## src/rtl/shift_acc.sv

```systemverilog
// ---------------------------------------------------------------------------
// shift_acc -- bit-serial shift-accumulator at the output end of the DCIM
// adder tree.
//
// It takes one adder-tree partial sum per input-bit plane, MSB plane first.
// Each plane is weighted by its binary position, and the planes are combined
// into the final multiply-accumulate result. In signed mode (sus=1) the MSB
// plane carries negative weight, as in two's complement.
//
// Ports:
//   clk        in   1          rising-edge clock
//   rst_n      in   1          asynchronous active-low reset
//   start      in   1          begin an operation (honoured only when idle)
//   sus        in   1          mode, captured with start: 0 unsigned, 1 signed
//   in_valid   in   1          psum beat valid (honoured only while busy)
//   psum       in   IN_WIDTH   partial sum for the current bit plane
//   busy       out  1          an operation is accumulating
//   out_valid  out  1          one-cycle pulse: result is newly valid
//   result     out  OUT_WIDTH  last completed result, held until the next one
// ---------------------------------------------------------------------------
module shift_acc #(
  parameter int IN_WIDTH  = 13,
  parameter int NBITS     = 8,
  parameter int OUT_WIDTH = IN_WIDTH + NBITS
) (
  input  logic                 clk,
  input  logic                 rst_n,
  input  logic                 start,
  input  logic                 sus,
  input  logic                 in_valid,
  input  logic [IN_WIDTH-1:0]  psum,
  output logic                 busy,
  output logic                 out_valid,
  output logic [OUT_WIDTH-1:0] result
);

  localparam int EXT_W = OUT_WIDTH - IN_WIDTH;
  localparam int CNT_W = (NBITS > 2) ? $clog2(NBITS) : 1;
  localparam logic [CNT_W-1:0] CNT_ZERO = CNT_W'(0);
  localparam logic [CNT_W-1:0] CNT_ONE  = CNT_W'(1);
  localparam logic [CNT_W-1:0] CNT_LAST = CNT_W'(NBITS - 1);

  typedef enum logic [0:0] {
    IDLE = 1'b0,
    ACC  = 1'b1
  } state_t;

  state_t                 state_q, state_d;
  logic [OUT_WIDTH-1:0]   acc_q, acc_d;
  logic [CNT_W-1:0]       cnt_q, cnt_d;
  logic                   sus_q, sus_d;
  logic                   busy_q, busy_d;
  logic                   out_valid_q, out_valid_d;
  logic [OUT_WIDTH-1:0]   result_q, result_d;

  logic [OUT_WIDTH-1:0]   ext_s;
  logic [OUT_WIDTH-1:0]   beat_s;

  // Operand extension and the accumulator value one accepted beat would produce.
  always_comb begin
    ext_s  = {{EXT_W{1'b0}}, psum};
    beat_s = acc_q;
    if (sus_q) begin
      ext_s = {{EXT_W{psum[IN_WIDTH-1]}}, psum};
    end else begin
      ext_s = {{EXT_W{1'b0}}, psum};
    end
    if (cnt_q == CNT_ZERO) begin
      // MSB plane: its weight is negative in two's-complement mode.
      if (sus_q) begin
        beat_s = -ext_s;
      end else begin
        beat_s = ext_s;
      end
    end else begin
      beat_s = (acc_q << 1) + ext_s;
    end
  end

  // Next-state, accumulator and output logic.
  always_comb begin
    state_d     = state_q;
    acc_d       = acc_q;
    cnt_d       = cnt_q;
    sus_d       = sus_q;
    result_d    = result_q;
    out_valid_d = 1'b0;
    case (state_q)
      IDLE: begin
        if (start) begin
          sus_d   = sus;
          acc_d   = {OUT_WIDTH{1'b0}};
          cnt_d   = CNT_ZERO;
          state_d = ACC;
        end else begin
          state_d = IDLE;
        end
      end
      ACC: begin
        if (in_valid) begin
          acc_d = beat_s;
          cnt_d = cnt_q + CNT_ONE;
          if (cnt_q == CNT_LAST) begin
            // The last plane lands straight in result. The machine is idle
            // again, so a new start can be taken in the out_valid cycle.
            result_d    = beat_s;
            out_valid_d = 1'b1;
            state_d     = IDLE;
          end else begin
            state_d = ACC;
          end
        end else begin
          state_d = ACC;
        end
      end
      default: begin
        state_d = IDLE;
      end
    endcase
    busy_d = (state_d == ACC);
  end

  // State and output registers.
  always_ff @(posedge clk or negedge rst_n) begin
    if (!rst_n) begin
      state_q     <= IDLE;
      acc_q       <= {OUT_WIDTH{1'b0}};
      cnt_q       <= CNT_ZERO;
      sus_q       <= 1'b0;
      busy_q      <= 1'b0;
      out_valid_q <= 1'b0;
      result_q    <= {OUT_WIDTH{1'b0}};
    end else begin
      state_q     <= state_d;
      acc_q       <= acc_d;
      cnt_q       <= cnt_d;
      sus_q       <= sus_d;
      busy_q      <= busy_d;
      out_valid_q <= out_valid_d;
      result_q    <= result_d;
    end
  end

  assign busy      = busy_q;
  assign out_valid = out_valid_q;
  assign result    = result_q;

endmodule

```

## config.mk

```make
export PLATFORM = sky130hd
export DESIGN_NAME = shift_acc
export DESIGN_NICKNAME = d
export VERILOG_FILES = /design/src/rtl/shift_acc.sv
export SDC_FILE = /design/constraint.sdc
export NUM_CORES = 1
export LEC_CHECK = 0
export CAP_MARGIN = 20
export CORE_ASPECT_RATIO = 0.5
export CORE_MARGIN = 3
export CORE_UTILIZATION = 60
export CTS_CLUSTER_DIAMETER = 120
export CTS_CLUSTER_SIZE = 20
export DETAILED_ROUTE_END_ITERATION = 8
export PLACE_DENSITY = 0.85
export SLEW_MARGIN = 20
export SYNTH_ARGS = -nofsm -noshare
export SYNTH_HDL_FRONTEND = slang
export SYNTH_SLANG_ARGS = --single-unit
```

## constraint.sdc

```tcl
create_clock -name clk -period 4.5 [get_ports clk]
set_input_delay 1.35 -clock clk [delete_from_list [all_inputs] [get_ports clk]]
set_output_delay 1.35 -clock clk [all_outputs]
set_load 0.02 [all_outputs]
```

Word-level counts from Yosys, hierarchy flattened
Cells that the tools add are included.
{"block": "word_totals", "register_bits": 47, "inputBits": 18, "output_inout_bits": 23, "word_cells": 33}
{"block": "classes", "n_bitwise": 1, "eq_ne": 3, "n_mux": 16, "n_addsub": 3, "reduce_logical": 4}
{"operator": "$mux W21", "n": 3}
{"operator": "$mux W20", "n": 2}
{"operator": "$pmux W20 S2", "n": 1}
{"operator": "$add A21 B21 Y21", "n": 1}
{"operator": "$neg A21 Y21", "n": 1}
{"operator": "$mux W1", "n": 6}
{"operator": "$mux W3", "n": 2}
{"operator": "$pmux W3 S2", "n": 1}
{"operator": "$ne A2 B2 Y1 const B", "n": 2}
{"operator": "$reduce_and A2 Y1", "n": 2}
{"operator": "$add A3 B1 Y3 const B", "n": 1}
{"operator": "$eq A3 B3 Y1 const B", "n": 1}
{"operator": "$logic_not A3 Y1", "n": 1}
{"operator": "$reduce_and A3 Y1", "n": 1}
{"operator": "$pmux W1 S2", "n": 1}
{"operator": "$not A1 Y1", "n": 1}

Depth between registers and ports, before layout
Gate-level depths: netlist of the first run.
{"block": "depth", "ltp_word": 6, "depth_mapped": 10, "ltp_nobuf": 9}

Worst setup path before layout of the first run
No wires, ideal clock.
{"block": "synth_path", "kind": "input-to-reg", "from": "input psum[1]", "to": "register acc_q[19]", "t_required_ps": 4379, "path_buffers": 0, "cell_stages": 8, "t_arrival_ps": 3222, "setup_time_ps": 121, "slack_ps": 1157, "path_cell_list": "ha_1 -> fa_1 -> a211oi_1 -> o21ai_0 -> nand4b_1 -> o2111ai_1 -> a221o_1 -> a22o_1"}
{"block": "synth_between", "elab_chain_cells": 6, "elab_cells_between_ends": 7, "cone_classes": "add/sub (2); mux (5)"}
{"element": "start, declared", "line_no": "31", "source": "input logic [IN_WIDTH-1:0] psum,"}
{"element": "$mux W21 (*)", "line_no": "63", "source": "if (sus_q) begin"}
{"element": "$neg A21 Y21", "line_no": "71", "source": "beat_s = -ext_s;"}
{"element": "$mux W21", "line_no": "70", "source": "if (sus_q) begin"}
{"element": "$mux W21 (*)", "line_no": "68", "source": "if (cnt_q == CNT_ZERO) begin"}
{"element": "$mux W20 (*)", "line_no": "100", "source": "if (in_valid) begin"}
{"element": "$pmux W20 S2 (*)", "line_no": "88", "source": "case (state_q)"}
{"element": "end signal, assigned", "line_no": "127", "source": "acc_q <= {OUT_WIDTH{1'b0}};"}
{"element": "end, declared", "line_no": "49", "source": "logic [OUT_WIDTH-1:0] acc_q, acc_d;"}
Every way passes the cells marked *; elsewhere a longest branch is shown, timed or not. The select of a mux whose other input is x is not followed.
A chain may end at the register's enable or synchronous reset.

Final worst setup path of the first run
{"block": "layout_path", "from": "input psum[4]", "to": "register acc_q[16]"}
The elaborated chain is that of the path after synthesis.

==> reports/summary.txt, run 1 <==
First DRT Iteration DRCs - 221
Mapped Nets - 423
Placed instance count - 479
Total CTS buffers - 5
Main combinational cell family by area after synthesis - compound AO/OA/AOI/OAI gates
Pin count of the biggest net entering global routing - 48
Number of max-slew violations in the final report - 0
Number of buffers inserted by post-CTS setup repair - 0
Post-detailed-route wirelength per cell - 16.7 µm
Critical Path Start Type - input port
Number of register bits inferred by synthesis - 47
DP HPWL - 6.07 mm
Synth area leader - dfrtp_1
CTS Sinks - 47
FF-to-FF End - acc_q[16]
Kind of path behind the tightest hold check - reg -> reg
Final core utilization - 74.6%
Avg Synthesized Cell Area - 8.44 µm²
Wire length of the first global-routing pass - 13.7 mm
Endpoint, Worst Hold - result[1]
Ports placed on the boundary - 41
Sequential-to-total area share from yosys stat - 35.9%
Final GP Congestion - 0.945
Power per cell area - 727 nW/µm²
Area grow syn2layout - 16.0%
Count of unresolved DRC violations after routing - 0
Maximum fanout count along the critical path - 6
Ranking of synthesized cells by area - dfrtp_1 (36%), o21ai_0 (7.8%), nand2_1 (7.1%), ha_1 (6.1%), xnor2_1 (5.6%)
Global-route usage over all layers - 26.3%
Time the final worst path needs with I/O delays and setup - 3.94 ns
Setup slack of the worst register-to-register path - 1.70 ns
Final-layout fill cell count - 401
Hold wc startpoint - result[1]
CP Data Arrival Time - 4.09 ns
Post-cts sizing count - 0
Share of the synthesized area in compound gates (AO/OA/AOI/OAI) - 24.8%
Clock slew at reported path FFs - 0.09 ns
Unrepaired setup endpoints after global routing - no
Share of post-route cells with drive strength above 1 - 6.24%
Actual transition at the worst max-transition pin - 0.993 ns
Chip Width - 110 µm
Number of detailed-routing iterations run before antenna repair - 4
Count of endpoints failing hold in the final timing report - 0
Routed wire length - 8.15 mm
Standard-cell row count - 18
Data required time of the worst path - 4.66 ns
Largest vdd supply drop - 0.395 mV
Category of the most critical setup path - in -> reg
Initial antenna violation count - 0
Latest clock arrival within the worst-skew pair - 0.31 ns
Leakage power - 1.60 nW
Post-Syn Instances - 388
Count of input and output buffers - 40
H-tree Lvls - 2
Root Driver - clkbuf_8
Synth Flop Type - dfrtp_1
Fin Setup TNS - 0 ns
Category of the worst setup path capture point - flop
Footprint of the flip-flops and latches - 1180 µm²
Number of distinct library cells after synthesis - 64
Worst hold path cell count - 2
Via count normalized by instance count - 6.15
Area inside the core boundary - 5090 µm²
Full die area - 6430 µm²
Synth top area share - 35.9%
Setup-failing EPs final - 0
Final period util - 87.5%
Net count reported at finish - 451
Maximum number of buffers from clock root to sink - 2
Post-synth EDFFs - 0
Number of vias after detailed routing - 2,997
Slew margin rel. - 33.8%
Grt ovf - 0
Cell count of the worst reg-to-reg path - 6
CTS tree - built
Maximum capacitance violations - 0
Post-route clock skew - 0.00533 ns
Portion of netlist area occupied by mux cells - 1.61%
Max Clk Rate - 254 MHz
Area of the multi-input gates - 1980 µm²
Hold-fix buffer count after cts - 0
Xor/xnor share of the synthesized area - 8.03%
Vias in the first global route - 2,861
Fraction of the mapped netlist area in adder cells - 7.07%
Total inserted antenna cells - 0
Number of nets with antenna violations after detailed routing - 0
Final instance count without filler cells - 487
Outcome - finished clean
Post-Synth Simple-Gate Area - 18.8%
Fraction of synthesis flops using an asynchronous set or reset pin - 100%
Vert. Die Dim - 58.2 µm
Initial cell density of the core - 64.3%
Netlist Area Pre-Place - 3270 µm²
Startpoint of the worst-slack reg-to-reg timing path - sus_q
Ys Warns - 0
==> synth_stat cells, types with 3 or more instances <==
master and instances:
xor2_1 9, inv_1 7, o21a_1 5, and2_1 4, o21ai_1 7, xnor2_1 21, nand3_1 3, nor2b_1 3
a22o_1 3, dfrtp_1 47, nand2b_1 3, nand4_1 5, ha_1 16, mux2i_1 3, o21ai_0 51, nor2_1 25
nand2_1 62, a21oi_1 34, a21o_1 5, nor3_1 8, clkbuf_1 16
==> final cells by class <==
cell class	instances	share of cell area, %
sequential	47	31.0
multi-input combinational	313	52.1
clock inverter	2	0.923
tap	70	2.31
inverter	7	0.692
timing repair buffer	42	10.9
clock buffer	6	2.17
==> metrics by stage <==
stage               area [µm²]  setup WS, ns  power [W]  hold slack (ns)
CTS                       3790         0.620    0.00274            0.499
global route              3800         0.291    0.00297            0.522
global placement          3670         0.377    0.00235            0.465
detailed placement        3670         0.310    0.00240            0.474
finish                    3800         0.563    0.00276            0.494
floorplan                 3270          1.16    0.00194            0.454
==> critical path: stages <==
cell and delay, ns:
clkdlybuf4s50_1 0.52, ha_1 0.43, a21o_1 0.20, a21oi_1 0.21, a21oi_1 0.17, nor3_2 0.40, nor3_1 0.10, a2111oi_0 0.54
o21ai_0 0.17
==> worst max path at each step <==
stage          startpoint   endpoint  slack [ns]
6_report          psum[4]  acc_q[16]        0.56
5_1_grt           psum[4]  acc_q[16]        0.29
4_1_cts           psum[4]  acc_q[16]        0.62
3_5_place_dp      psum[4]  acc_q[16]        0.31
3_3_place_gp      psum[1]  acc_q[19]        0.38
2_1_floorplan     psum[1]  acc_q[19]        1.16
==> layer usage <==
layer	share of wire [%]	up-vias	global-route usage (%)
li1	-	1436	-
met1	45	1429	35.0
met2	46	119	43.4
met3	7.4	13	6.26
met4	1.6	0	8.42
met5	0	-	0
==> sequential cells by signal, indices dropped and copies added, names as in the netlist <==
register	count
acc_q	20
out_valid	1
cnt_q	3
busy	1
sus_q	1
result	21
==> power breakdown <==
part,internal [W],switching [W]
clock network,0.000180,0.000147
registers,0.000610,0.000200
logic,0.000701,0.000925
total,0.00149,0.00127
==> kinds of logic (layout without fill, tap and decap cells) <==
family,count (synthesis),count (layout)
xor+xnor,30,30
flops,47,47
buf+inv,28,57
fa+ha+maj,18,18
simple gates,129,129
compound gates,131,131
mux,5,5
==> cell usage in the layout (no fill, tap or decap), types with 2 or more instances in the layout <==
master | netlist | layout
nand2_1 | 62 | 62
o21ai_0 | 51 | 51
dfrtp_1 | 47 | 47
clkdlybuf4s50_1 | 0 | 39
a21oi_1 | 34 | 34
nor2_1 | 25 | 25
xnor2_1 | 21 | 21
ha_1 | 16 | 16
xor2_1 | 9 | 9
nor3_1 | 8 | 8
inv_1 | 7 | 7
o21ai_1 | 7 | 7
clkbuf_8 | 0 | 6
a21o_1 | 5 | 5
nand4_1 | 5 | 5
o21a_1 | 5 | 5
and2_1 | 4 | 4
nand3_1 | 3 | 3
nand2b_1 | 3 | 3
mux2i_1 | 3 | 3
a22o_1 | 3 | 3
buf_4 | 0 | 3
and4_1 | 2 | 2
nor2b_1 | 3 | 2
or4_4 | 2 | 2
a32oi_1 | 2 | 2
mux2_2 | 2 | 2
and3_1 | 2 | 2
a221o_1 | 2 | 2
No activity file was read; power rests on OpenSTA's default activity.
==> inputs of run 2 (changes only) <==
--- a/config.mk
+++ b/config.mk
@@ -12,6 +12,7 @@
 export CTS_CLUSTER_DIAMETER = 120
 export CTS_CLUSTER_SIZE = 20
 export DETAILED_ROUTE_END_ITERATION = 8
+export GPL_TIMING_DRIVEN = 0
 export PLACE_DENSITY = 0.85
 export SLEW_MARGIN = 20
 export SYNTH_ARGS = -nofsm -noshare
==> run 2 against run 1 <==
Critical path depth unchanged. Routed wire length increased by 12%. Fmax decreased by 5.0%. Critical path type unchanged.
==> reports/summary.txt, run 2 (synthesized netlist as in run 1, its figures left out) <==
Commonest non-fill, non-tap cells in the layout - nand2_1 (62), o21ai_0 (51), dfrtp_1 (47), clkdlybuf4s50_1 (39), a21oi_1 (34)
Maximum fanout count along the critical path - 6
Post-route clock skew - 0.00932 ns
Number of nets with antenna violations after detailed routing - 0
Total CTS buffers - 5
Vert. Die Dim - 58.2 µm
Data required time of the worst path - 4.66 ns
Actual transition at the worst max-transition pin - 0.622 ns
Number of detailed-routing iterations run before antenna repair - 5
First DRT Iteration DRCs - 300
Total power after layout - 0.00286 W
Wire length of the first global-routing pass - 15.0 mm
Standard-cell row count - 18
Net count reported at finish - 471
Family of cells with the greatest summed delay on the critical path - compound AO/OA/AOI/OAI gates
Worst path slowest cell - a2111oi_0
Count of unresolved DRC violations after routing - 0
Fin Setup TNS - 0 ns
Category of the most critical setup path - in -> reg
Clock slew at reported path FFs - 0.09 ns
Count of buffering cells on the critical path with inverters included - 1
Chip Width - 110 µm
Number of vias after detailed routing - 3,190
Footprint of the flip-flops and latches - 1180 µm²
Switching fraction of total power - 46.6%
DP HPWL - 7.02 mm
Worst hold path cell count - 2
Max FFs per register - 21
Number of buffers inserted by post-CTS setup repair - 0
Via count normalized by instance count - 6.29
Maximum capacitance violations - 0
Maximum number of buffers from clock root to sink - 2
Leakage power - 1.64 nW
Count of endpoints failing hold in the final timing report - 0
Most frequent standard cell in the layout excluding fill and tap cells - nand2_1
Hold wc startpoint - result[0]
Category of the worst setup path capture point - flop
Max Clk Rate - 241 MHz
Final instance count without filler cells - 507
Total inserted antenna cells - 0
Post-detailed-route wirelength per cell - 18.0 µm
CTS Sinks - 47
Number of max-slew violations in the final report - 0
Cell count of the worst reg-to-reg path - 8
Slew margin rel. - 57.5%
Count of input and output buffers - 40
Pin count of the biggest net entering global routing - 34
Final core utilization - 76.5%
H-tree Lvls - 2
Final-layout fill cell count - 402
CTS tree - built
Latest clock arrival within the worst-skew pair - 0.31 ns
Unrepaired setup endpoints after global routing - no
Share of post-route cells with drive strength above 1 - 6.41%
Routed wire length - 9.14 mm
Area grow syn2layout - 19.0%
Final worst slack - 0.356 ns
Placed instance count - 499
Initial cell density of the core - 64.3%
Final period util - 92.1%
Portion of total power attributed to the clock network - 11.5%
Full die area - 6430 µm²
Psw - 0.00133 W
Final GP Congestion - 0.955
CP Data Arrival Time - 4.30 ns
Vias in the first global route - 3,138
Largest vdd supply drop - 0.374 mV
Area of the multi-input gates - 1970 µm²
Critical Path Start Type - input port
Setup slack of the worst register-to-register path - 1.61 ns
Outcome - finished clean
Sequential fraction of design power - 25.8%
Post-cts sizing count - 0
Most Frequent Cell on Critical Path - a21oi_1
Root Driver - clkbuf_8
Startpoint of the worst-slack reg-to-reg timing path - acc_q[3]
Power per cell area - 733 nW/µm²
Setup-failing EPs final - 0
FF-to-FF End - result[16]
Global-route usage over all layers - 29.1%
Time the final worst path needs with I/O delays and setup - 4.14 ns
Cell Chain, Critical Path - clkdlybuf4s50_1 -> ha_1 -> a21o_1 -> a21oi_1 -> a21oi_1 -> nor3_2 -> nor3_1 -> a2111oi_0 -> o21ai_0
Power share of the combinational group - 62.7%
CP peak stage delay - 0.60 ns
Area inside the core boundary - 5090 µm²
Internal power contribution - 0.00152 W
Grt ovf - 0
Kind of path behind the tightest hold check - reg -> reg
Worst slack after detailed placement - 0.190 ns
Ports placed on the boundary - 41
Hold-fix buffer count after cts - 0
Endpoint, Worst Hold - result[0]
Initial antenna violation count - 0
[run 2: worst reg2reg max path: stages (launching register included)]
cell       delay (ns)
dfrtp_1          0.39
ha_1             0.35
a21o_1           0.20
a21oi_1          0.24
a21oi_1          0.19
nor3_2           0.46
nor3_1           0.11
a2111oi_0        0.60
o21ai_0          0.21
[run 2: worst max path at each step]
stage | from | endpoint | slack (ns) | cells after the start
final | psum[4] | result[16] | 0.36 | 9
after global routing | psum[1] | result[19] | 0.35 | 10
after CTS | psum[4] | result[16] | 0.50 | 9
after detailed placement | psum[1] | result[19] | 0.19 | 10
after global placement | psum[4] | result[16] | 0.32 | 9
after floorplan | psum[1] | acc_q[19] | 1.16 | 8
[run 2: final cells by class]
type                            count  share of cell area, %
Inverter                            7                  0.675
Tap cell                           70                   2.25
Clock buffer                        6                   2.12
Buffer                             21                   2.47
Timing Repair Buffer               41                   10.7
Sequential cell                    47                   30.2
Multi-Input combinational cell    313                   50.7
Clock inverter                      2                  0.900
[run 2: power by group through the flow]
stage	combinational (W)	clock (W)	sequential, W
after floorplan	0.00112	0	0.000820
after global placement	0.00167	0	0.000730
after detailed placement	0.00175	0	0.000742
after CTS	0.00176	0.000333	0.000735
after global routing	0.00194	0.000350	0.000759
final	0.00179	0.000329	0.000736
[run 2: through the flow]
stage | hold WS (ns) | area (µm²)
6_report | 0.488 | 3890
5_1_grt | 0.526 | 3890
4_1_cts | 0.492 | 3890
3_5_place_dp | 0.472 | 3780
3_3_place_gp | 0.464 | 3760
2_1_floorplan | 0.454 | 3270
[run 2: per-layer routing]
metal	track usage, %	routed length (µm)	vias up	share of wire, %
met2	49.7	4170	158	46
met3	6.88	794	19	8.7
met5	0	0	-	0
met4	8.60	150	0	1.6
li1	-	-	1475	-
met1	37.8	4020	1538	44
